==> src/rtl/cdb_arbiter.sv <==
// Common data bus arbiter: one holding slot per execution path,
// round-robin grant, registered broadcast to dispatch and the queues.
module cdb_arbiter #(
    parameter int W_DATA = 32,
    parameter int W_TAG  = 6
) (
    input  logic              clk,
    input  logic              reset,

    input  logic              int_valid,
    input  logic [W_TAG-1:0]  int_tag,
    input  logic [W_DATA-1:0] int_data,
    input  logic              int_branch,
    input  logic              int_taken,
    output logic              int_ready,

    input  logic              ls_valid,
    input  logic [W_TAG-1:0]  ls_tag,
    input  logic [W_DATA-1:0] ls_data,
    output logic              ls_ready,

    input  logic              mult_valid,
    input  logic [W_TAG-1:0]  mult_tag,
    input  logic [W_DATA-1:0] mult_data,
    output logic              mult_ready,

    input  logic              div_valid,
    input  logic [W_TAG-1:0]  div_tag,
    input  logic [W_DATA-1:0] div_data,
    output logic              div_ready,

    output logic              cdb_valid,
    output logic [W_TAG-1:0]  cdb_tag,
    output logic [W_DATA-1:0] cdb_data,
    output logic              cdb_branch,
    output logic              cdb_taken
);

    localparam int N = 4;

    logic [N-1:0]      in_valid;
    logic [W_TAG-1:0]  in_tag  [N];
    logic [W_DATA-1:0] in_data [N];

    logic [N-1:0]      hold_v;
    logic [W_TAG-1:0]  hold_tag  [N];
    logic [W_DATA-1:0] hold_data [N];
    logic              hold_branch;
    logic              hold_taken;

    logic [N-1:0]      ready;
    logic [N-1:0]      accept;
    logic [N-1:0]      grant;
    logic              found;
    logic [1:0]        gidx;
    logic [1:0]        idx;
    logic [1:0]        rr;

    assign in_valid = {div_valid, mult_valid, ls_valid, int_valid};

    assign in_tag[0]  = int_tag;
    assign in_tag[1]  = ls_tag;
    assign in_tag[2]  = mult_tag;
    assign in_tag[3]  = div_tag;

    assign in_data[0] = int_data;
    assign in_data[1] = ls_data;
    assign in_data[2] = mult_data;
    assign in_data[3] = div_data;

    // A slot being granted this cycle can take a new result on the same edge
    assign ready  = ~hold_v | grant;
    assign accept = in_valid & ready;

    assign int_ready  = ready[0];
    assign ls_ready   = ready[1];
    assign mult_ready = ready[2];
    assign div_ready  = ready[3];

    always_comb begin
        grant = '0;
        found = 1'b0;
        gidx  = rr;
        idx   = rr;
        for (int i = 0; i < N; i++) begin
            idx = rr + 2'(i);
            if (!found && hold_v[idx]) begin
                found      = 1'b1;
                grant[idx] = 1'b1;
                gidx       = idx;
            end
        end
    end

    always_ff @(posedge clk or negedge reset) begin
        if (!reset) begin
            hold_v      <= '0;
            hold_branch <= 1'b0;
            hold_taken  <= 1'b0;
            for (int i = 0; i < N; i++) begin
                hold_tag[i]  <= '0;
                hold_data[i] <= '0;
            end
        end else begin
            hold_v <= accept | (hold_v & ~grant);
            for (int i = 0; i < N; i++) begin
                if (accept[i]) begin
                    hold_tag[i]  <= in_tag[i];
                    hold_data[i] <= in_data[i];
                end
            end
            if (accept[0]) begin
                hold_branch <= int_branch;
                hold_taken  <= int_taken;
            end
        end
    end

    always_ff @(posedge clk or negedge reset) begin
        if (!reset) begin
            rr <= 2'd0;
        end else if (found) begin
            rr <= gidx + 2'd1;
        end
    end

    // Idle cycles drive all fields to zero so snoopers never see stale data
    always_ff @(posedge clk or negedge reset) begin
        if (!reset) begin
            cdb_valid  <= 1'b0;
            cdb_tag    <= '0;
            cdb_data   <= '0;
            cdb_branch <= 1'b0;
            cdb_taken  <= 1'b0;
        end else if (found) begin
            cdb_valid  <= 1'b1;
            cdb_tag    <= hold_tag[gidx];
            cdb_data   <= hold_data[gidx];
            cdb_branch <= grant[0] & hold_branch;
            cdb_taken  <= grant[0] & hold_branch & hold_taken;
        end else begin
            cdb_valid  <= 1'b0;
            cdb_tag    <= '0;
            cdb_data   <= '0;
            cdb_branch <= 1'b0;
            cdb_taken  <= 1'b0;
        end
    end

endmodule

==> config.mk <==
export PLATFORM = sky130hd
export DESIGN_NAME = cdb_arbiter
export DESIGN_NICKNAME = d
export VERILOG_FILES = /design/src/rtl/cdb_arbiter.sv
export SDC_FILE = /design/constraint.sdc
export NUM_CORES = 1
export LEC_CHECK = 0
export CAP_MARGIN = 20
export CORE_UTILIZATION = 51
export DETAILED_ROUTE_END_ITERATION = 8
export PLACE_DENSITY = 0.91
export SLEW_MARGIN = 5
export SYNTH_ARGS = -nofsm -noshare
export SYNTH_HDL_FRONTEND = slang
export SYNTH_SLANG_ARGS = --single-unit
==> constraint.sdc <==
create_clock -name clk -period 3.7 [get_ports clk]
set_clock_uncertainty 0.1 [all_clocks]
set_input_delay 1.11 -clock clk [delete_from_list [all_inputs] [get_ports clk]]
set_output_delay 1.11 -clock clk [all_outputs]
set_load 0.02 [all_outputs]
==> results of run 1 <==
-- power breakdown --
| part | leakage, nW | internal, W | switching, W | total (W) |
|---|---|---|---|---|
| logic | 2.60 | 0.00380 | 0.00369 | 0.00748 |
| registers | 2.34 | 0.00342 | 0.000590 | 0.00401 |
| clock network | 0.331 | 0.00125 | 0.000826 | 0.00208 |
-- critical path, delay by kind of cell (launching register included) --
family          cells  cell delay [ns]
compound gates      2             0.36
simple gates        2             0.42
mux                 1             0.56
buf+inv             2             0.27
flops               1             0.38
-- logic make-up after synthesis --
logic type | after synthesis | share of synthesized area [%]
AOI/OAI and AO/OA | 131 | 10.9
muxes | 202 | 27.2
and+or+nand+nor | 32 | 2.21
DFF | 201 | 54.9
adders and majority gates | 7 | 0.956
buffers and inverters | 55 | 3.85
-- synthesized netlist by cell type (4+ instances only) --
cell      instances
nand2_1           5
buf_4             7
buf_6            14
buf_2            12
clkbuf_1         15
inv_1             7
nor2_1            5
dfrtp_1         201
ha_1              7
nand3_1           5
a21boi_0         36
mux4_2            4
a211oi_1         76
mux2_4           60
mux2_2           97
or2_2             4
mux2i_1          41
-- area by class of cell --
class	count	area (sq um)	area share (%)
Inverter	7	26.3	0.216
Clock inverter	6	82.6	0.678
Sequential cell	201	5030	41.3
Tap cell	225	282	2.31
Timing Repair Buffer	231	2300	18.9
Clock buffer	28	592	4.86
Multi-Input combinational cell	372	3860	31.7
-- routing by layer --
layer  global-route usage, %  wire, um  vias to the layer above
met4                    6.85       558                        0
met2                    43.7     11100                      250
met1                    31.5      9380                     3124
met3                    6.23      1800                       48
met5                       0         0                        -
li1                        -         -                     2726
-- what timing repair did --
item                                    4_1_cts  5_1_grt
hold buffers                                  0        0
endpoints found under the setup margin        4        3
pin swaps                                     0        4
setup buffers                                 3        0
resized for setup                            18       10
-- worst paths after layout --
| kind | endpoint | slack [ns] |
|---|---|---|
| hold / removal | cdb_taken$_DFF_PN0_ | 0.39 |
| setup / recovery | int_ready | 0.006 |
| min in group asynchronous | hold_data[59]$_DFFE_PN0P_ | 0.58 |
| setup reg to reg | cdb_tag[3]$_DFF_PN0_ | 0.54 |
| hold reg to reg | cdb_taken$_DFF_PN0_ | 0.39 |
| max in group asynchronous | hold_data[12]$_DFFE_PN0P_ | 2.17 |
-- layout by cell type (no fill, tap or decap), drive strengths merged --
| cell type | count |
|---|---|
| ha | 7 |
| a21oi | 1 |
| a31oi | 1 |
| inv | 7 |
| nand2b | 4 |
| mux2i | 41 |
| mux4 | 4 |
| clkinv | 3 |
| nor3 | 2 |
| dfrtp | 201 |
| nand3 | 5 |
| a221oi | 2 |
| clkinvlp | 1 |
| a2bb2oi | 1 |
| nand2 | 5 |
| bufinv | 2 |
| nor3b | 1 |
| clkbuf | 29 |
| or2 | 5 |
| a211oi | 76 |
| o211ai | 2 |
| buf | 31 |
| and2 | 2 |
| clkdlybuf4s50 | 199 |
| a21boi | 38 |
| o2111a | 3 |
| nor2b | 2 |
| and3 | 1 |
| a22oi | 3 |
| o21ai | 4 |
| nor2 | 5 |
| mux2 | 157 |
-- metrics by stage --
| step | setup TNS [ns] | power, W | instance area, sq um | util [%] |
|---|---|---|---|---|
| 2_1_floorplan | 0 | 0.00928 | 9160 | - |
| 3_3_place_gp | 0 | 0.0111 | 11500 | 65.8 |
| 3_5_place_dp | 0 | 0.0114 | 11500 | 65.8 |
| 4_1_cts | -0.0146 | 0.0136 | 12200 | 69.8 |
| 5_1_grt | -0.0595 | 0.0143 | 12200 | 69.9 |
| 6_report | 0 | 0.0136 | 12200 | 69.9 |
-- sequential cells by signal, indices dropped and copies added, names as in the netlist --
signal and cells:
hold_data 128, cdb_data 32, hold_tag 24, cdb_tag 6
hold_v 4, rr 2, cdb_branch 1, cdb_taken 1
cdb_valid 1, hold_branch 1, hold_taken 1
==> summary.md, run 1 <==
| Metric | Value |
|---|---|
| Slew margin rel. | 47.7% |
| Non-Filler Instances | 1070 |
| Area contributors post-synth | dfrtp_1, mux2_2, mux2_4 |
| Critical path startpoint category | flip-flop |
| Total CTS buffers | 21 |
| DR pass1 iterations | 5 |
| Pin count of the biggest net entering global routing | 91 |
| Via Count | ~6000 |
| Routed vias/inst | 5.75 |
| Setup crit start | rr[0]$_DFFE_PN0P_ |
| Crit path DAT | around 2.5 ns |
| Worst skew pair latency | 0.49 ns |
| RSZ-0062 raised after global routing | true |
| Critical Path End Type | output pin |
| Worst-margin pin slew | between 0.7 and 0.8 ns |
| Antenna viol nets, final | 0 |
| Synth Net Count | about 800 |
| Min-delay worst type | flip-flop to flip-flop |
| Count of cell types in the netlist | 38 |
| Die Area | around 19000 sq um |
| Primary FF master, synth | dfrtp_1 |
| Number of synthesized flops with an enable pin | 0 |
| Global-route wire length before repair | approximately 36000 um |
| CTS root buf | clkbuf_16 |
| Run status | complete, no violations |
| Mapped Area | just over 9000 sq um |
| Clk buf depth | 3 |
| Area leader, netlist | dfrtp_1 |
| Hold Crit Depth | 1 |
| Post-route setup slack | 0.00614 ns |
| Crit path kind | flip-flop to output pin |
| Chip height | 136 um |
| Crit path top cell by count | buf_6 |
| Sequential area share after synthesis | between 50% and 60% |
| Initial core utilization | 52.6% |
| Final slew viol count | 0 |
| Fill cell count | about 1200 |
| Worst Path Max Fanout | 5 |
| Ant diodes | 0 |
| F_max | about 0.27 GHz |
| CTS tree | yes |
| DP Wirelength | 15000 um |
| Mean Syn Cell Area | 14.6 sq um |
| Detailed Route Iter0 Violations | 217 |
| Rows | 48 |
| Reg2reg path depth | 9 |
| Final min period | between 3 and 4 ns |
| Worst hold margin | 0.391 ns |
| # nets final | ~1000 |
| HP Start | hold_taken$_DFFE_PN0P_ |
| Critical Path Max Stage Delay | roughly 0.56 ns |
| Worst EP required | approximately 2.5 ns |
| Gpl congestion | slightly above 0.9 |
| Share of the synthesized area in the top cell type | a little over half |
| Die width | 136 um |
| Hold Violations, Final | 0 |
| P&R area growth vs syn | 32.9% |
| Final period util | ~100% |
| H-tree depth | 1 |
| Peak VDD IR | around 0.00069 V |
| Clk slew on worst S/H paths | approximately 0.060 ns |
| Wirelength, routed | around 23000 um |
| Vias in the first global route | 6670 |
| Synth warnings | 0 |
| Ports | slightly above 200 |
| Post-synth ARST share | 100% |
| Max-cap violations | 0 |
| Worst R2R Start | rr[0]$_DFFE_PN0P_ |
| P per Cell Area | around 1100 nW/um^2 |
| Num Clock Sinks | approximately 200 |
| Final setup viols | 0 |
| Dpl ws | 0.00696 ns |
| Drt wl/cell | about 21 um |
| Placed insts | between 1000 and 1500 |
| Slowest-stage cell, CP | mux4_2 |
| Total grt overflow | 0 |
| DR DRC count | 0 |
| Port Buffers | ~200 |
| Gr usage total | 25.3% |
| Cells along the critical path | buf_6 > mux4_2 > nor2b_4 > a221oi_2 > o21ai_1 > or2_4 > buf_6 |
| Antenna violations before repair | 0 |
| Leakage | around 5.3 nW |
| Core box area | between 15000 and 20000 sq um |
| Synthesis-stage register bit count | about 200 |
| Share of cells above drive strength 1 | approximately 29% |
| Gate Count Post-Synth | roughly 630 |
(Power assumes the default switching activity.)
==> inputs of run 2 (changes only) <==
--- a/config.mk
+++ b/config.mk
@@ -6,9 +6,13 @@
 export NUM_CORES = 1
 export LEC_CHECK = 0
 export CAP_MARGIN = 20
-export CORE_UTILIZATION = 51
+export CELL_PAD_IN_SITES_DETAIL_PLACEMENT = 1
+export CELL_PAD_IN_SITES_GLOBAL_PLACEMENT = 1
+export CORE_MARGIN = 4
+export CORE_UTILIZATION = 41
+export CTS_CLUSTER_DIAMETER = 60
 export DETAILED_ROUTE_END_ITERATION = 8
-export PLACE_DENSITY = 0.91
+export PLACE_DENSITY = 0.9
 export SLEW_MARGIN = 5
 export SYNTH_ARGS = -nofsm -noshare
 export SYNTH_HDL_FRONTEND = slang
==> run 2 against run 1 <==
Compared with the run above: critical endpoint unchanged; sequential cell count unchanged; critical path type unchanged; highest routed layer unchanged; largest cell class unchanged; global-route usage shrank 3.2 points; via count up 2.2%.
==> summary.md, run 2 (synthesis results as in run 1) <==
| Metric | Value |
|---|---|
| Die Area | 24800 sq um (was 18500 sq um) |
| Ports | 205 (unchanged) |
| Clk buf depth | 3 (unchanged) |
| Clk slew on worst S/H paths | 0.06 ns (about the same) |
| Pin count of the biggest net entering global routing | 83 (was 91) |
| Total grt overflow | 0 (unchanged) |
| Crit path DAT | 2.49 ns (was 2.48 ns) |
| Max-cap violations | 0 (unchanged) |
| Critical Path End Type | output pin (unchanged) |
| Worst R2R Start | rr[0]$_DFFE_PN0P_ (unchanged) |
| DR DRC count | 0 (unchanged) |
| Num Clock Sinks | 201 (unchanged) |
| Run status | complete, no violations (unchanged) |
| Largest regs | hold_data: 128 flops, cdb_data: 32 flops, hold_tag: 24 flops (unchanged) |
| Min-delay worst type | flip-flop to flip-flop (unchanged) |
| Max reg flops | 128 (unchanged) |
| Antenna viol nets, final | 0 (unchanged) |
| Setup crit start | rr[0]$_DFFE_PN0P_ (unchanged) |
| Gr usage total | 22.1% (was 25.3%) |
| Final period util | 99.9% (was 99.8%) |
| # nets final | 1015 (was 1001) |
| Worst-margin pin slew | 0.691 ns (was 0.784 ns) |
| Antenna violations before repair | 0 (unchanged) |
| Initial core utilization | 41.9% (was 52.6%) |
| Final setup viols | 0 (unchanged) |
| H-tree depth | 1 (unchanged) |
| Wirelength, routed | 28000 um (was 22900 um) |
| Critical path startpoint category | flip-flop (unchanged) |
| DP Wirelength | 18200 um (was 15000 um) |
| CTS root buf | clkbuf_16 (unchanged) |
| Gpl congestion | 0.900 (was 0.936) |
| Total CTS buffers | 24 (was 21) |
| Drt wl/cell | 24.4 um (was 21.4 um) |
| CTS tree | yes (unchanged) |
| Worst EP required | 2.49 ns (about the same) |
| Commonest non-fill, non-tap cells in the layout | dfrtp_1, clkdlybuf4s50_1, mux2_2, a211oi_1, mux2_4 (unchanged) |
| Leakage | 5.44 nW (was 5.27 nW) |
| Rows | 54 (was 48) |
| Worst skew pair latency | 0.50 ns (was 0.49 ns) |
| P per Cell Area | 1160 nW/um^2 (was 1110 nW/um^2) |
| Crit path kind | flip-flop to output pin (unchanged) |
| Final slew viol count | 0 (unchanged) |
| Peak VDD IR | 0.000613 V (was 0.000693 V) |
| Chip height | 158 um (was 136 um) |
| Via Count | 6283 (was 6148) |
| Setup tns final | 0 ns (unchanged) |
| DR pass1 iterations | 5 (unchanged) |
| Final min period | 3.70 ns (was 3.69 ns) |
| Worst Path Max Fanout | 5 (unchanged) |
| Worst hold margin | 0.390 ns (was 0.391 ns) |
| Core box area | 21900 sq um (was 17400 sq um) |
| Die width | 158 um (was 136 um) |
| Detailed Route Iter0 Violations | 345 (was 217) |
| Global-route wire length before repair | 42600 um (was 35900 um) |
| Vias in the first global route | 7240 (was 6670) |
| HP Start | hold_taken$_DFFE_PN0P_ (unchanged) |
| Commonest non-fill, non-tap cell in the layout | dfrtp_1 (unchanged) |
| Largest Register | hold_data (unchanged) |
| Port Buffers | 204 (unchanged) |
| RSZ-0062 raised after global routing | true (unchanged) |
| Fill cell count | 2115 (was 1192) |
| Slew margin rel. | 54.0% (was 47.7%) |
| P&R area growth vs syn | 37.3% (was 32.9%) |
| Hold Violations, Final | 0 (unchanged) |
| Share of cells above drive strength 1 | 31.2% (was 28.8%) |
| Routed vias/inst | 5.48 (was 5.75) |
| F_max | 0.270 GHz (was 0.271 GHz) |
[run 2: changes by cell type in the layout (fill, tap and decap cells not counted), sizes merged]
cell,before,now
clkinv,3,8
diode,0,1
clkinvlp,1,0
clkbuf,29,33
bufinv,2,3
buf,31,42
[run 2: path summary, 6_finish.rpt]
path                                              to  slack, ns  depth (start not counted)
hold / removal                   cdb_taken$_DFF_PN0_       0.39                          1
min in group asynchronous     cdb_data[26]$_DFF_PN0_       0.56                          1
setup reg to reg             hold_tag[9]$_DFFE_PN0P_       0.42                         11
max in group asynchronous  hold_data[43]$_DFFE_PN0P_       2.09                          2
hold reg to reg                  cdb_taken$_DFF_PN0_       0.39                          1
setup / recovery                           int_ready      0.002                          7
[run 2: timing repair]
action                                  CTS  global route
endpoints found under the setup margin    4             4
hold buffers                              0             0
setup buffers                             8             4
pin swaps                                 3             7
resized for setup                        24            18
[run 2: routing by layer]
metal	up-vias	wire length (um)	track usage, %
met5	-	0	0
met4	0	632	4.83
met3	45	1730	4.67
met2	204	14200	39.4
met1	3273	11400	27.8
li1	2761	-	-
[run 2: worst max-delay path: stages, from the launching register on]
cell,delay (ns)
dfrtp_1,0.40
inv_2,0.08
ha_4,0.29
mux4_2,0.39
a221oi_2,0.35
o21ai_2,0.11
or2_4,0.24
buf_6,0.13
[run 2: report_power, final]
group	internal [W]	leakage [nW]	switching, W
registers	0.00342	2.34	0.000634
logic	0.00407	2.68	0.00403
clock network	0.00154	0.420	0.000914
[run 2: layout make-up]
cell class / instances / area (sq um) / share of cell area, %
Antenna cell: 1 / 2.50 / 0.0199
Clock inverter: 11 / 134 / 1.06
Clock buffer: 32 / 702 / 5.58
Multi-Input combinational cell: 372 / 3880 / 30.8
Inverter: 7 / 26.3 / 0.209
Timing Repair Buffer: 242 / 2460 / 19.6
Sequential cell: 201 / 5030 / 40.0
Tap cell: 280 / 350 / 2.78
[run 2: through the flow]
| stage | cell area, sq um | utilization (%) | power, W | instances | worst slack (ns) |
|---|---|---|---|---|---|
| finish | 12600 | 57.5 | 0.0146 | 1146 | 0.00236 |
| global placement | 11600 | 52.9 | 0.0114 | 1090 | 0.103 |
| CTS | 12500 | 57.1 | 0.0146 | 1141 | -0.0366 |
| detailed placement | 11600 | 52.9 | 0.0118 | 1090 | -0.0222 |
| global route | 12600 | 57.5 | 0.0155 | 1145 | -0.0612 |
| floorplan | 9160 | - | 0.00928 | 628 | 0.253 |
